<file path="config.mk">
export PLATFORM = sky130hd
export DESIGN_NAME = uart_mem_loader
export DESIGN_NICKNAME = d
export VERILOG_FILES = /design/src/rtl/loader_pkg.sv /design/src/rtl/frame_parser.sv /design/src/rtl/uart_mem_loader.sv
export SDC_FILE = /design/constraint.sdc
export NUM_CORES = 1
export LEC_CHECK = 0
export BUFFER_PORTS_ARGS = -buffer_cell sky130_fd_sc_hd__buf_4
export CORE_ASPECT_RATIO = 1.1
export CORE_MARGIN = 2
export CORE_UTILIZATION = 62
export CTS_CLUSTER_SIZE = 16
export DETAILED_ROUTE_END_ITERATION = 10
export HOLD_SLACK_MARGIN = 0.06
export MAX_ROUTING_LAYER = met4
export PLACE_DENSITY = 0.84
export SETUP_SLACK_MARGIN = 0.15
export SYNTH_ARGS = -nofsm -noshare
export SYNTH_HDL_FRONTEND = slang
export SYNTH_SLANG_ARGS = --single-unit
</file>
<file path="constraint.sdc">
create_clock -name i_clk -period 6.3 [get_ports i_clk]
set_input_delay 1.26 -clock i_clk [delete_from_list [all_inputs] [get_ports i_clk]]
set_output_delay 1.26 -clock i_clk [all_outputs]
set_load 0.02 [all_outputs]
</file>
<file path="src/rtl/loader_pkg.sv">
// ---------------------------------------------------------------------------
// loader_pkg
// Shared definitions for the UART memory loader: default framing bytes,
// payload command encoding, parser/executor state encodings and helpers
// that slice the 32-bit payload {b0,b1,b2,b3} into its fields.
// ---------------------------------------------------------------------------
package loader_pkg;

  localparam logic [7:0] DEF_START_BYTE = 8'h55;
  localparam logic [7:0] DEF_STOP_BYTE  = 8'hAA;
  localparam logic [7:0] DEF_ESC_BYTE   = 8'h7D;
  localparam logic [7:0] DEF_ACK_BYTE   = 8'h06;
  localparam logic [7:0] DEF_NAK_BYTE   = 8'h15;
  localparam logic [7:0] ESC_XOR        = 8'h20;

  // Payload byte count: 4 is a complete payload, 5 marks "too long".
  localparam logic [2:0] CNT_FULL = 3'd4;
  localparam logic [2:0] CNT_MAX  = 3'd5;

  typedef enum logic [1:0] {
    WRITE = 2'b00,
    LOAD  = 2'b01,
    RUN   = 2'b10,
    RSVD  = 2'b11
  } cmd_e;

  typedef enum logic [1:0] {
    P_IDLE = 2'd0,
    P_BODY = 2'd1,
    P_ESC  = 2'd2
  } parser_state_e;

  typedef enum logic [2:0] {
    X_IDLE = 3'd0,
    X_ADDR = 3'd1,
    X_DLO  = 3'd2,
    X_DHI  = 3'd3,
    X_RESP = 3'd4
  } exec_state_e;

  // cmd = b0[7:6]
  function automatic cmd_e payload_cmd(input logic [31:0] p);
    return cmd_e'(p[31:30]);
  endfunction

  // addr = {b0[1:0], b1}
  function automatic logic [9:0] payload_addr(input logic [31:0] p);
    return {p[25:24], p[23:16]};
  endfunction

  // data = {b2, b3[3:0]}
  function automatic logic [11:0] payload_data(input logic [31:0] p);
    return {p[15:8], p[3:0]};
  endfunction

endpackage

</file>
<file path="src/rtl/frame_parser.sv">
// ---------------------------------------------------------------------------
// frame_parser
// Byte-level framing: finds START, unescapes payload bytes, counts them and
// judges the frame at STOP.
//   i_clk, i_rst      clock, synchronous active-high reset
//   i_rx_data/valid   received byte and its one-cycle strobe
//   o_frame_good      STOP with exactly 4 bytes and a non-reserved cmd
//   o_frame_bad       any framing error (bad length/cmd, restart, abort)
//   o_payload         the four stored payload bytes {b0,b1,b2,b3}
// o_frame_good/o_frame_bad are combinational on the accepting byte so the
// executor can act on the very edge that samples STOP.
// ---------------------------------------------------------------------------
module frame_parser
  import loader_pkg::*;
#(
  parameter logic [7:0] START_BYTE = DEF_START_BYTE,
  parameter logic [7:0] STOP_BYTE  = DEF_STOP_BYTE,
  parameter logic [7:0] ESC_BYTE   = DEF_ESC_BYTE
) (
  input  logic        i_clk,
  input  logic        i_rst,
  input  logic [7:0]  i_rx_data,
  input  logic        i_rx_valid,
  output logic        o_frame_good,
  output logic        o_frame_bad,
  output logic [31:0] o_payload
);

  parser_state_e r_state;
  logic [2:0]    r_cnt;
  logic [31:0]   r_payload;

  logic       w_is_start;
  logic       w_is_stop;
  logic       w_is_esc;
  logic       w_body_ok;
  logic       w_store;
  logic [7:0] w_store_byte;
  logic       w_good;
  logic       w_bad;

  assign w_is_start = (i_rx_data == START_BYTE);
  assign w_is_stop  = (i_rx_data == STOP_BYTE);
  assign w_is_esc   = (i_rx_data == ESC_BYTE);
  assign w_body_ok  = (r_cnt == CNT_FULL) && (payload_cmd(r_payload) != RSVD);

  // Classify the incoming byte: store it, end the frame, or flag an error.
  always_comb begin
    w_store      = 1'b0;
    w_store_byte = i_rx_data;
    w_good       = 1'b0;
    w_bad        = 1'b0;
    if (i_rx_valid) begin
      case (r_state)
        P_IDLE: begin
          w_store = 1'b0;
        end
        P_BODY: begin
          if (w_is_start) begin
            w_bad = (r_cnt != 3'd0);
          end else if (w_is_esc) begin
            w_store = 1'b0;
          end else if (w_is_stop) begin
            w_good = w_body_ok;
            w_bad  = !w_body_ok;
          end else begin
            w_store = 1'b1;
          end
        end
        P_ESC: begin
          if (w_is_start || w_is_stop) begin
            w_bad = 1'b1;
          end else begin
            w_store      = 1'b1;
            w_store_byte = i_rx_data ^ ESC_XOR;
          end
        end
        default: begin
          w_store = 1'b0;
        end
      endcase
    end else begin
      w_store = 1'b0;
    end
  end

  // Parser state, saturating byte count and payload storage.
  always_ff @(posedge i_clk) begin
    if (i_rst) begin
      r_state   <= P_IDLE;
      r_cnt     <= 3'd0;
      r_payload <= 32'd0;
    end else begin
      if (i_rx_valid) begin
        case (r_state)
          P_IDLE: begin
            if (w_is_start) begin
              r_cnt   <= 3'd0;
              r_state <= P_BODY;
            end
          end
          P_BODY: begin
            if (w_is_start) begin
              r_cnt <= 3'd0;
            end else if (w_is_esc) begin
              r_state <= P_ESC;
            end else if (w_is_stop) begin
              r_state <= P_IDLE;
            end
          end
          P_ESC: begin
            if (w_is_start || w_is_stop) begin
              r_state <= P_IDLE;
            end else begin
              r_state <= P_BODY;
            end
          end
          default: r_state <= P_IDLE;
        endcase
      end
      // Only the first four bytes are kept; the count keeps going to 5 so an
      // over-long frame is still recognised at STOP.
      if (w_store) begin
        if (r_cnt < CNT_FULL) begin
          case (r_cnt[1:0])
            2'd0:    r_payload[31:24] <= w_store_byte;
            2'd1:    r_payload[23:16] <= w_store_byte;
            2'd2:    r_payload[15:8]  <= w_store_byte;
            default: r_payload[7:0]   <= w_store_byte;
          endcase
        end
        if (r_cnt != CNT_MAX) begin
          r_cnt <= r_cnt + 3'd1;
        end
      end
    end
  end

  assign o_frame_good = w_good;
  assign o_frame_bad  = w_bad;
  assign o_payload    = r_payload;

endmodule

</file>
<file path="src/rtl/uart_mem_loader.sv">
// ---------------------------------------------------------------------------
// uart_mem_loader
// Executes validated frames: 12-bit memory writes as three 10-bit bus beats,
// RUN/LOAD control of CPU reset and bus ownership, and one ACK/NAK byte per
// frame.
//   i_clk, i_rst      clock, synchronous active-high reset
//   i_rx_data/valid   received byte stream
//   o_addr_data       bus beat (addr, data[5:0], data[11:6])
//   o_read_write      high on every bus beat
//   o_write_commit    high on the final beat
//   o_bus_own         1: loader owns the memory bus
//   o_cpu_rst         CPU reset, active-high
//   o_tx_data/o_tx_send  response byte and one-cycle send pulse
//   i_tx_busy         transmitter busy, holds the response
//   o_err_cnt         saturating error count
// ---------------------------------------------------------------------------
module uart_mem_loader
  import loader_pkg::*;
#(
  parameter logic [7:0] START_BYTE = DEF_START_BYTE,
  parameter logic [7:0] STOP_BYTE  = DEF_STOP_BYTE,
  parameter logic [7:0] ESC_BYTE   = DEF_ESC_BYTE,
  parameter logic [7:0] ACK_BYTE   = DEF_ACK_BYTE,
  parameter logic [7:0] NAK_BYTE   = DEF_NAK_BYTE
) (
  input  logic       i_clk,
  input  logic       i_rst,
  input  logic [7:0] i_rx_data,
  input  logic       i_rx_valid,
  output logic [9:0] o_addr_data,
  output logic       o_read_write,
  output logic       o_write_commit,
  output logic       o_bus_own,
  output logic       o_cpu_rst,
  output logic [7:0] o_tx_data,
  output logic       o_tx_send,
  input  logic       i_tx_busy,
  output logic [7:0] o_err_cnt
);

  logic        w_frame_good;
  logic        w_frame_bad;
  logic [31:0] w_payload;
  logic        w_err_inc;

  exec_state_e r_xstate;
  logic [11:0] r_data;
  logic [7:0]  r_resp;
  logic [9:0]  r_addr_data;
  logic        r_read_write;
  logic        r_write_commit;
  logic        r_bus_own;
  logic        r_cpu_rst;
  logic [7:0]  r_tx_data;
  logic        r_tx_send;
  logic [7:0]  r_err_cnt;

  frame_parser #(
    .START_BYTE (START_BYTE),
    .STOP_BYTE  (STOP_BYTE),
    .ESC_BYTE   (ESC_BYTE)
  ) u_parser (
    .i_clk        (i_clk),
    .i_rst        (i_rst),
    .i_rx_data    (i_rx_data),
    .i_rx_valid   (i_rx_valid),
    .o_frame_good (w_frame_good),
    .o_frame_bad  (w_frame_bad),
    .o_payload    (w_payload)
  );

  // Every rejected frame counts as one error: framing faults, a frame that
  // arrives while a response is still pending, and a WRITE without the bus.
  always_comb begin
    w_err_inc = 1'b0;
    if (w_frame_bad) begin
      w_err_inc = 1'b1;
    end else if (w_frame_good) begin
      if (r_xstate != X_IDLE) begin
        w_err_inc = 1'b1;
      end else if ((payload_cmd(w_payload) == WRITE) && !r_bus_own) begin
        w_err_inc = 1'b1;
      end else begin
        w_err_inc = 1'b0;
      end
    end else begin
      w_err_inc = 1'b0;
    end
  end

  // Executor FSM with registered bus, control and response outputs.
  always_ff @(posedge i_clk) begin
    if (i_rst) begin
      r_xstate       <= X_IDLE;
      r_data         <= 12'd0;
      r_resp         <= 8'd0;
      r_addr_data    <= 10'd0;
      r_read_write   <= 1'b0;
      r_write_commit <= 1'b0;
      r_bus_own      <= 1'b1;
      r_cpu_rst      <= 1'b1;
      r_tx_data      <= 8'd0;
      r_tx_send      <= 1'b0;
      r_err_cnt      <= 8'd0;
    end else begin
      r_addr_data    <= 10'd0;
      r_read_write   <= 1'b0;
      r_write_commit <= 1'b0;
      r_tx_send      <= 1'b0;

      case (r_xstate)
        X_IDLE: begin
          if (w_frame_good) begin
            r_data <= payload_data(w_payload);
            case (payload_cmd(w_payload))
              WRITE: begin
                if (r_bus_own) begin
                  // Address beat goes out on the cycle right after STOP.
                  r_resp       <= ACK_BYTE;
                  r_addr_data  <= payload_addr(w_payload);
                  r_read_write <= 1'b1;
                  r_xstate     <= X_ADDR;
                end else begin
                  r_resp   <= NAK_BYTE;
                  r_xstate <= X_RESP;
                end
              end
              RUN: begin
                r_cpu_rst <= 1'b0;
                r_bus_own <= 1'b0;
                r_resp    <= ACK_BYTE;
                r_xstate  <= X_RESP;
              end
              LOAD: begin
                r_cpu_rst <= 1'b1;
                r_bus_own <= 1'b1;
                r_resp    <= ACK_BYTE;
                r_xstate  <= X_RESP;
              end
              default: begin
                r_resp   <= NAK_BYTE;
                r_xstate <= X_RESP;
              end
            endcase
          end else if (w_frame_bad) begin
            r_resp   <= NAK_BYTE;
            r_xstate <= X_RESP;
          end else begin
            r_xstate <= X_IDLE;
          end
        end
        X_ADDR: begin
          r_addr_data  <= {4'b0000, r_data[5:0]};
          r_read_write <= 1'b1;
          r_xstate     <= X_DLO;
        end
        X_DLO: begin
          r_addr_data    <= {4'b0000, r_data[11:6]};
          r_read_write   <= 1'b1;
          r_write_commit <= 1'b1;
          r_xstate       <= X_DHI;
        end
        X_DHI: begin
          // Send straight out of the commit beat when the transmitter is free.
          r_xstate <= X_RESP;
          if (!i_tx_busy) begin
            r_tx_send <= 1'b1;
            r_tx_data <= r_resp;
          end
        end
        X_RESP: begin
          if (r_tx_send) begin
            r_xstate <= X_IDLE;
          end else if (!i_tx_busy) begin
            r_tx_send <= 1'b1;
            r_tx_data <= r_resp;
          end
        end
        default: r_xstate <= X_IDLE;
      endcase

      if (w_err_inc && (r_err_cnt != 8'hFF)) begin
        r_err_cnt <= r_err_cnt + 8'd1;
      end
    end
  end

  assign o_addr_data    = r_addr_data;
  assign o_read_write   = r_read_write;
  assign o_write_commit = r_write_commit;
  assign o_bus_own      = r_bus_own;
  assign o_cpu_rst      = r_cpu_rst;
  assign o_tx_data      = r_tx_data;
  assign o_tx_send      = r_tx_send;
  assign o_err_cnt      = r_err_cnt;

endmodule
</file>
==> metrics.md, run 1 <==
| Metric | Value |
|---|---|
| Sw Pwr | 0.202 mW |
| Wire per inst | 14.9 um |
| Final ANT Viol Nets | 0 |
| Reg power frac | 52.8% |
| Worst hold path class | flip-flop to flip-flop |
| Synth Area in XOR/XNOR | 0.499% |
| Adder-Cell Fraction of Synth Area | 4.63% |
| CP required | 6.54 ns |
| # diodes | 0 |
| FF-to-FF path depth | 7 |
| Pleak | 1.51 nW |
| Worst Tran Pin Value | 0.904 ns |
| Register area share after synthesis | 41.1% |
| Power per cell area | 216 nW/um^2 |
| CTS max path bufs | 2 |
| Cts hold-fix bufs | 0 |
| Post-detailed-routing wire length | 7230 um |
| Met1 wire length | 3260 um |
| Gr ovfl total | 0 |
| Hold depth | 2 |
| Nets@finish | 431 |
| Main combinational cell family by area after synthesis | simple AND/OR/NAND/NOR gates |
| Number of synthesis warnings | 0 |
| CP startpoint kind | input port |
| Synthesized flop and latch total | 72 |
| Cell area after layout | 3990 um^2 |
| Largest net degree at the start of global routing | 71 |
| DRC violations left | 0 |
| Die height | 82.9 um |
| Clock power frac | 43.6% |
| DP HPWL | 4960 um |
| Post-synth cell types | 59 |
| Hold Fails Final Rpt | 0 |
| Die width | 75.8 um |
| CTS sink cnt | 72 |
| Clock slew at reported path FFs | 0.08 ns |
| R2R Setup Slk | 3.53 ns |
| # Post-CTS Setup Buffers | 0 |
| Fmax | 0.270 GHz |
| CP Capture Type | flip-flop |
| Area of the mapped netlist | 3510 um^2 |
| Gate power share | 3.6% |
| Met2 wire len | 3540 um |
| Mux cell area share after synthesis | 10.2% |
| CTS resizes | 0 |
| Critical Path End | o_cpu_rst$_SDFFE_PP1P_ |
| CTS tree | done |
| Routed vias/inst | 5.75 |
| Crit path time final | 3.70 ns |
| Final setup viols | 0 |
| VDD IR-drop max | 128 uV |
| Root Buffer | clkbuf_8 |
| Number of flops mapped to enable cells by yosys | 0 |
| Clock Latency Late Sink | 0.36 ns |
| H-tree levels | 3 |
| Max layer used | met4 |
| Area Growth Syn to Fin | 13.5% |
| Synth Area in Compound Gates | 17.3% |
| Initial Utilization | 64.7% |
| Critical path launch point | i_rx_data[0] |
| Antenna violations before repair | 0 |
| Number of max-cap violations | 0 |
| Initial DRT Pass Iterations | 5 |
| Sw Share | 23.5% |
| Signal arrival time at the worst endpoint | 3.94 ns |
| DRT iter0 DRCs | 227 |
| GRT Util Overall | 25.4% |
| Total placed instance area | 3780 um^2 |
| Reg2Reg Capture Point | o_cpu_rst$_SDFFE_PP1P_ |
| Mean area per synthesized cell | 9.26 um^2 |
| Int Pwr | 0.659 mW |
| Layout cells sized above 1 | 17.3% |
| Setup TNS | 0 ns |
| Outcome | finished, final reports clean |
| Vias post-DR | 2795 |
| Std cell rows | 28 |
| Core area | 5430 um^2 |
| Vias in the first global route | 2652 |
| Die area | 6280 um^2 |
| Final period util | 58.8% |
| Global-route wire length before repair | 12300 um |
| R2r startpoint | u_parser.r_state[1]$_SDFFE_PP0P_ |
| Async SR Flop Fraction | 0% |
| Fin cells | 486 |
| Final core occ | 73.4% |
| Number of I/O port buffers | 38 |
| Number of buffers created by CTS | 9 |
| Synth Area in Simple Gates | 21.4% |
| Critical Path Fanout Max | 17 |
| Setup Skew | 0.00348 ns |
| Dpl cells | 470 |
| Total Power | 0.861 mW |
| Pins Over Slew Limit | 0 |
| Top_reg_cell synth | dfxtp_1 |
| Met3 WL post-DR | 281 um |
| RSZ-0062 raised after global routing | false |
| Crit Path Class | input port to flip-flop |
| # IOs | 43 |
| Routability cong. | 0.856 |
| Mapped Cells | 379 |
| Slew headroom | 39.8% |
==> layer usage <==
metal  GRT usage (%)  up-vias
li1                -     1387
met4            9.41        0
met1            32.8     1335
met2            38.0       58
met3            6.19       15
met5               -        -
==> area by class of cell <==
class | count | area [um^2]
sequential | 72 | 1440
clock buffer | 10 | 138
tap | 75 | 93.8
multi-input combinational | 273 | 1910
fill | 411 | 1450
clock inverter | 6 | 68.8
inverter | 12 | 45.0
timing repair buffer | 38 | 285
==> Yosys cell counts, types with 2 or more instances <==
master     number  area share, %
dfxtp_1        72             41
nand2_1        39            4.2
nor2_1         39            4.2
mux2i_1        28            8.0
a21oi_1        23            3.3
clkbuf_1       13            1.4
ha_1           13            4.6
inv_1          12            1.3
and2_1          9            1.6
nor2b_1         9            1.6
nand2b_1        7            1.2
a22oi_1         6            1.3
buf_4           6            1.3
nand4_1         6            1.1
nor3_1          6           0.86
o2bb2ai_1       6            1.5
buf_2           5           0.71
mux2_1          5            1.6
nand3_1         5           0.71
o31ai_1         5            1.1
a211oi_1        4           0.86
and3_1          4           0.71
a21o_1          3           0.64
a31oi_1         3           0.53
nor4_4          3            1.8
o21ai_0         3           0.43
or4_1           3           0.64
a2111oi_2       2           0.86
a2111oi_4       2            1.6
mux2_2          2           0.64
o211ai_1        2           0.43
o21a_1          2           0.43
o21ai_1         2           0.29
o21bai_1        2           0.43
o31a_1          2           0.50
or2_2           2           0.36
or3_1           2           0.36
==> metrics by stage <==
step / setup WS, ns / hold WS (ns)
final: 2.60 / 0.458
after global routing: 2.39 / 0.469
after CTS: 2.64 / 0.459
after detailed placement: 2.29 / 0.444
after global placement: 2.41 / 0.435
after floorplan: 3.11 / 0.429
==> worst min path at each step <==
stage / from / endpoint / slack [ns]
global placement: u_parser.o_payload[22]$_SDFFE_PP0P_ / o_addr_data[6]$_SDFF_PP0_ / 0.43
global route: r_data[3]$_SDFFE_PP0P_ / r_data[3]$_SDFFE_PP0P_ / 0.47
floorplan: u_parser.o_payload[22]$_SDFFE_PP0P_ / o_addr_data[6]$_SDFF_PP0_ / 0.43
finish: r_data[3]$_SDFFE_PP0P_ / r_data[3]$_SDFFE_PP0P_ / 0.46
detailed placement: u_parser.o_payload[21]$_SDFFE_PP0P_ / o_addr_data[5]$_SDFF_PP0_ / 0.44
CTS: r_data[3]$_SDFFE_PP0P_ / r_data[3]$_SDFFE_PP0P_ / 0.46
==> critical path, stage by stage <==
cell	delay, ns
buf_4	0.13
or4b_1	0.69
nor4_4	0.78
and2_1	0.57
a21oi_1	0.16
a311o_1	0.35
==> logic make-up after synthesis <==
family	after synthesis
xor+xnor	2
fa+ha+maj	13
mux	35
other cells	1
simple gates	141
buf+inv	37
compound gates	78
flops	72
==> registers in the layout (all words and copies together), names as in the netlist <==
| name | flops |
|---|---|
| u_parser.r_state | 2 |
| o_err_cnt | 8 |
| u_parser.r_cnt | 3 |
| r_data | 12 |
| u_parser.o_payload | 24 |
| o_cpu_rst | 1 |
| o_addr_data | 10 |
| r_resp | 3 |
| o_tx_data | 3 |
| o_write_commit | 1 |
| r_xstate | 3 |
| o_read_write | 1 |
| o_tx_send | 1 |
==> power groups by stage <==
| stage | Clock, mW | Combinational, mW | Sequential, mW |
|---|---|---|---|
| global route | 0.396 | 0.0336 | 0.455 |
| finish | 0.376 | 0.0308 | 0.455 |
| detailed placement | 0 | 0.0301 | 0.465 |
| CTS | 0.378 | 0.0304 | 0.455 |
| floorplan | 0 | 0.0210 | 0.465 |
| global placement | 0 | 0.0296 | 0.465 |
==> cell usage in the layout (no fill, tap or decap), drive strengths merged, types with 3 or more instances in the layout <==
cell type / count
a2111oi: 4
a211oi: 4
a21o: 3
a21oi: 23
a22oi: 6
a31oi: 3
and2: 9
and3: 4
buf: 38
clkbuf: 10
clkinv: 4
conb: 4
dfxtp: 72
ha: 13
inv: 12
mux2: 7
mux2i: 28
nand2: 39
nand2b: 7
nand3: 5
nand4: 6
nor2: 39
nor2b: 9
nor3: 6
nor4: 3
o21ai: 6
o2bb2ai: 6
o31ai: 6
or4: 3
Power figures use the tool's default switching activity.
==> run 2: changes to the inputs <==
--- a/config.mk
+++ b/config.mk
@@ -8,12 +8,12 @@
 export BUFFER_PORTS_ARGS = -buffer_cell sky130_fd_sc_hd__buf_4
 export CORE_ASPECT_RATIO = 1.1
 export CORE_MARGIN = 2
-export CORE_UTILIZATION = 62
+export CORE_UTILIZATION = 52
 export CTS_CLUSTER_SIZE = 16
 export DETAILED_ROUTE_END_ITERATION = 10
 export HOLD_SLACK_MARGIN = 0.06
 export MAX_ROUTING_LAYER = met4
-export PLACE_DENSITY = 0.84
+export PLACE_DENSITY = 0.75
 export SETUP_SLACK_MARGIN = 0.15
 export SYNTH_ARGS = -nofsm -noshare
 export SYNTH_HDL_FRONTEND = slang
==> constraint.sdc (replaced) <==
create_clock -name i_clk -period 3.2 [get_ports i_clk]
set_input_delay 0.64 -clock i_clk [delete_from_list [all_inputs] [get_ports i_clk]]
set_output_delay 0.64 -clock i_clk [all_outputs]
set_load 0.02 [all_outputs]
==> metrics.md, run 2 (synthesis results as in run 1) <==
| Metric | Value |
|---|---|
| Slowest cell on the critical path | or4b_1 |
| CP startpoint kind | input port |
| Largest register FFs | 24 |
| Routed vias/inst | 5.60 |
| CP Capture Type | flip-flop |
| VDD IR-drop max | 226 uV |
| H-tree levels | 3 |
| Pins Over Slew Limit | 0 |
| # IOs | 43 |
| Initial DRT Pass Iterations | 4 |
| Pleak | 1.55 nW |
| Wire per inst | 14.6 um |
| Final setup viols | 0 |
| CP required | 3.50 ns |
| Layout cells sized above 1 | 18.9% |
| Std cell rows | 31 |
| R2r startpoint | u_parser.r_state[1]$_SDFFE_PP0P_ |
| Setup Skew | 0.0104 ns |
| Worst hold path class | flip-flop to flip-flop |
| CTS sink cnt | 72 |
| Crit path time final | 2.50 ns |
| Gr ovfl total | 0 |
| Worst path most repeated cell | nor4_4 |
| Cell area after layout | 4050 um^2 |
| Reg2Reg Capture Point | o_addr_data[6]$_SDFF_PP0_ |
| RSZ-0062 raised after global routing | false |
| CP Buf/Inv Count | 1 |
| Setup TNS | 0 ns |
| Setup ws final | 0.696 ns |
| Core area | 6560 um^2 |
| DRT iter0 DRCs | 121 |
| Number of I/O port buffers | 38 |
| Most frequent cells in the layout | dfxtp_1, buf_4, nor2_1, nand2_1, mux2i_1 |
| Worst Hold Endpoint | o_addr_data[9]$_SDFF_PP0_ |
| Critical path, cell by cell | buf_4, or4b_1, nor4_4, nand3_1, nor4_4, and2_1 |
| Final ANT Viol Nets | 0 |
| Hold Fails Final Rpt | 0 |
| Total placed instance area | 3850 um^2 |
| Worst Tran Pin Value | 0.715 ns |
| # Post-CTS Setup Buffers | 0 |
| Pre-CTS WS | 0.280 ns |
| Global-route wire length before repair | 12100 um |
| Vias in the first global route | 2641 |
| Total Power | 1.70 mW |
| Critical Path Fanout Max | 10 |
| R2R Setup Slk | 0.91 ns |
| Outcome | finished, final reports clean |
| Cts hold-fix bufs | 0 |
| Final period util | 78.3% |
| Routability cong. | 0.923 |
| GRT Util Overall | 21.4% |
| Die height | 90.2 um |
| HP Start | u_parser.o_payload[25]$_SDFFE_PP0P_ |
| Slew headroom | 52.3% |
| Crit-path leading delay family | simple AND/OR/NAND/NOR gates |
| Initial Utilization | 53.6% |
| DP HPWL | 5140 um |
| Dpl cells | 485 |
| FF-to-FF path depth | 7 |
| Clock slew at reported path FFs | 0.09 ns |
| CTS tree | done |
| Area Growth Syn to Fin | 15.3% |
| Nets@finish | 439 |
| Hold depth | 1 |
| Fin cells | 501 |
| CTS resizes | 0 |
| Largest net degree at the start of global routing | 71 |
| DRC violations left | 0 |
| Delay of the slowest critical-path stage | 0.66 ns |
| CTS max path bufs | 2 |
| Power per cell area | 420 nW/um^2 |
| # diodes | 0 |
| Post-detailed-routing wire length | 7330 um |
| Number of max-cap violations | 0 |
| Fmax | 0.399 GHz |
| Die area | 7430 um^2 |
| Vias post-DR | 2808 |
| Crit Path Class | input port to flip-flop |
| Signal arrival time at the worst endpoint | 2.80 ns |
| Clock Latency Late Sink | 0.36 ns |
| Number of buffers created by CTS | 9 |
| Most common cell after layout, fill and taps aside | dfxtp_1 |
| Die width | 82.3 um |
| Antenna violations before repair | 0 |
| Root Buffer | clkbuf_8 |
==> run 2: changes by cell type in the layout (fill, tap and decap cells not counted), sizes merged <==
cell    change
clkinv      -2
clkbuf      -1
buf         +8
inv         +3
==> run 2: where the power goes <==
group,internal [mW],switching (mW)
clock network,0.368,0.378
logic,0.0186,0.0419
registers,0.895,0.0000768
total,1.28,0.420
==> run 2: how the worst max path moves through the flow <==
stage / startpoint / to / slack [ns] / depth (start not counted)
floorplan: i_rx_data[1] / o_err_cnt[3]$_SDFFE_PP0P_ / 0.63 / 6
global placement: i_rx_data[0] / o_addr_data[7]$_SDFF_PP0_ / 0.37 / 6
detailed placement: i_rx_data[0] / o_addr_data[6]$_SDFF_PP0_ / 0.28 / 6
CTS: i_rx_data[0] / o_addr_data[6]$_SDFF_PP0_ / 0.64 / 6
global route: i_rx_data[0] / o_addr_data[7]$_SDFF_PP0_ / 0.57 / 6
finish: i_rx_data[0] / o_addr_data[6]$_SDFF_PP0_ / 0.70 / 6
==> run 2: metal layers <==
| layer | part of all wire (%) | wire, um | GRT usage, % |
|---|---|---|---|
| met1 | 45 | 3280 | 26.1 |
| met4 | 1.7 | 127 | 10.1 |
| met5 | 0 | 0 | - |
| met3 | 3.7 | 273 | 3.92 |
| met2 | 50 | 3640 | 33.7 |
==> run 2: area by class of cell <==
cell class              count  area (um^2)
inverters                  12         45.0
multi-input cells         273         1910
clock inverters             7         77.6
repair buffers             46          345
flip-flops and latches     72         1440
fillers                   570         2510
clock buffers               9          124
well taps                  82          103
==> run 2: per-stage QoR <==
stage,hold WS [ns],utilization (%)
finish,0.445,61.8
global route,0.441,61.8
CTS,0.436,61.8
detailed placement,0.439,58.7
global placement,0.432,58.7
floorplan,0.429,-
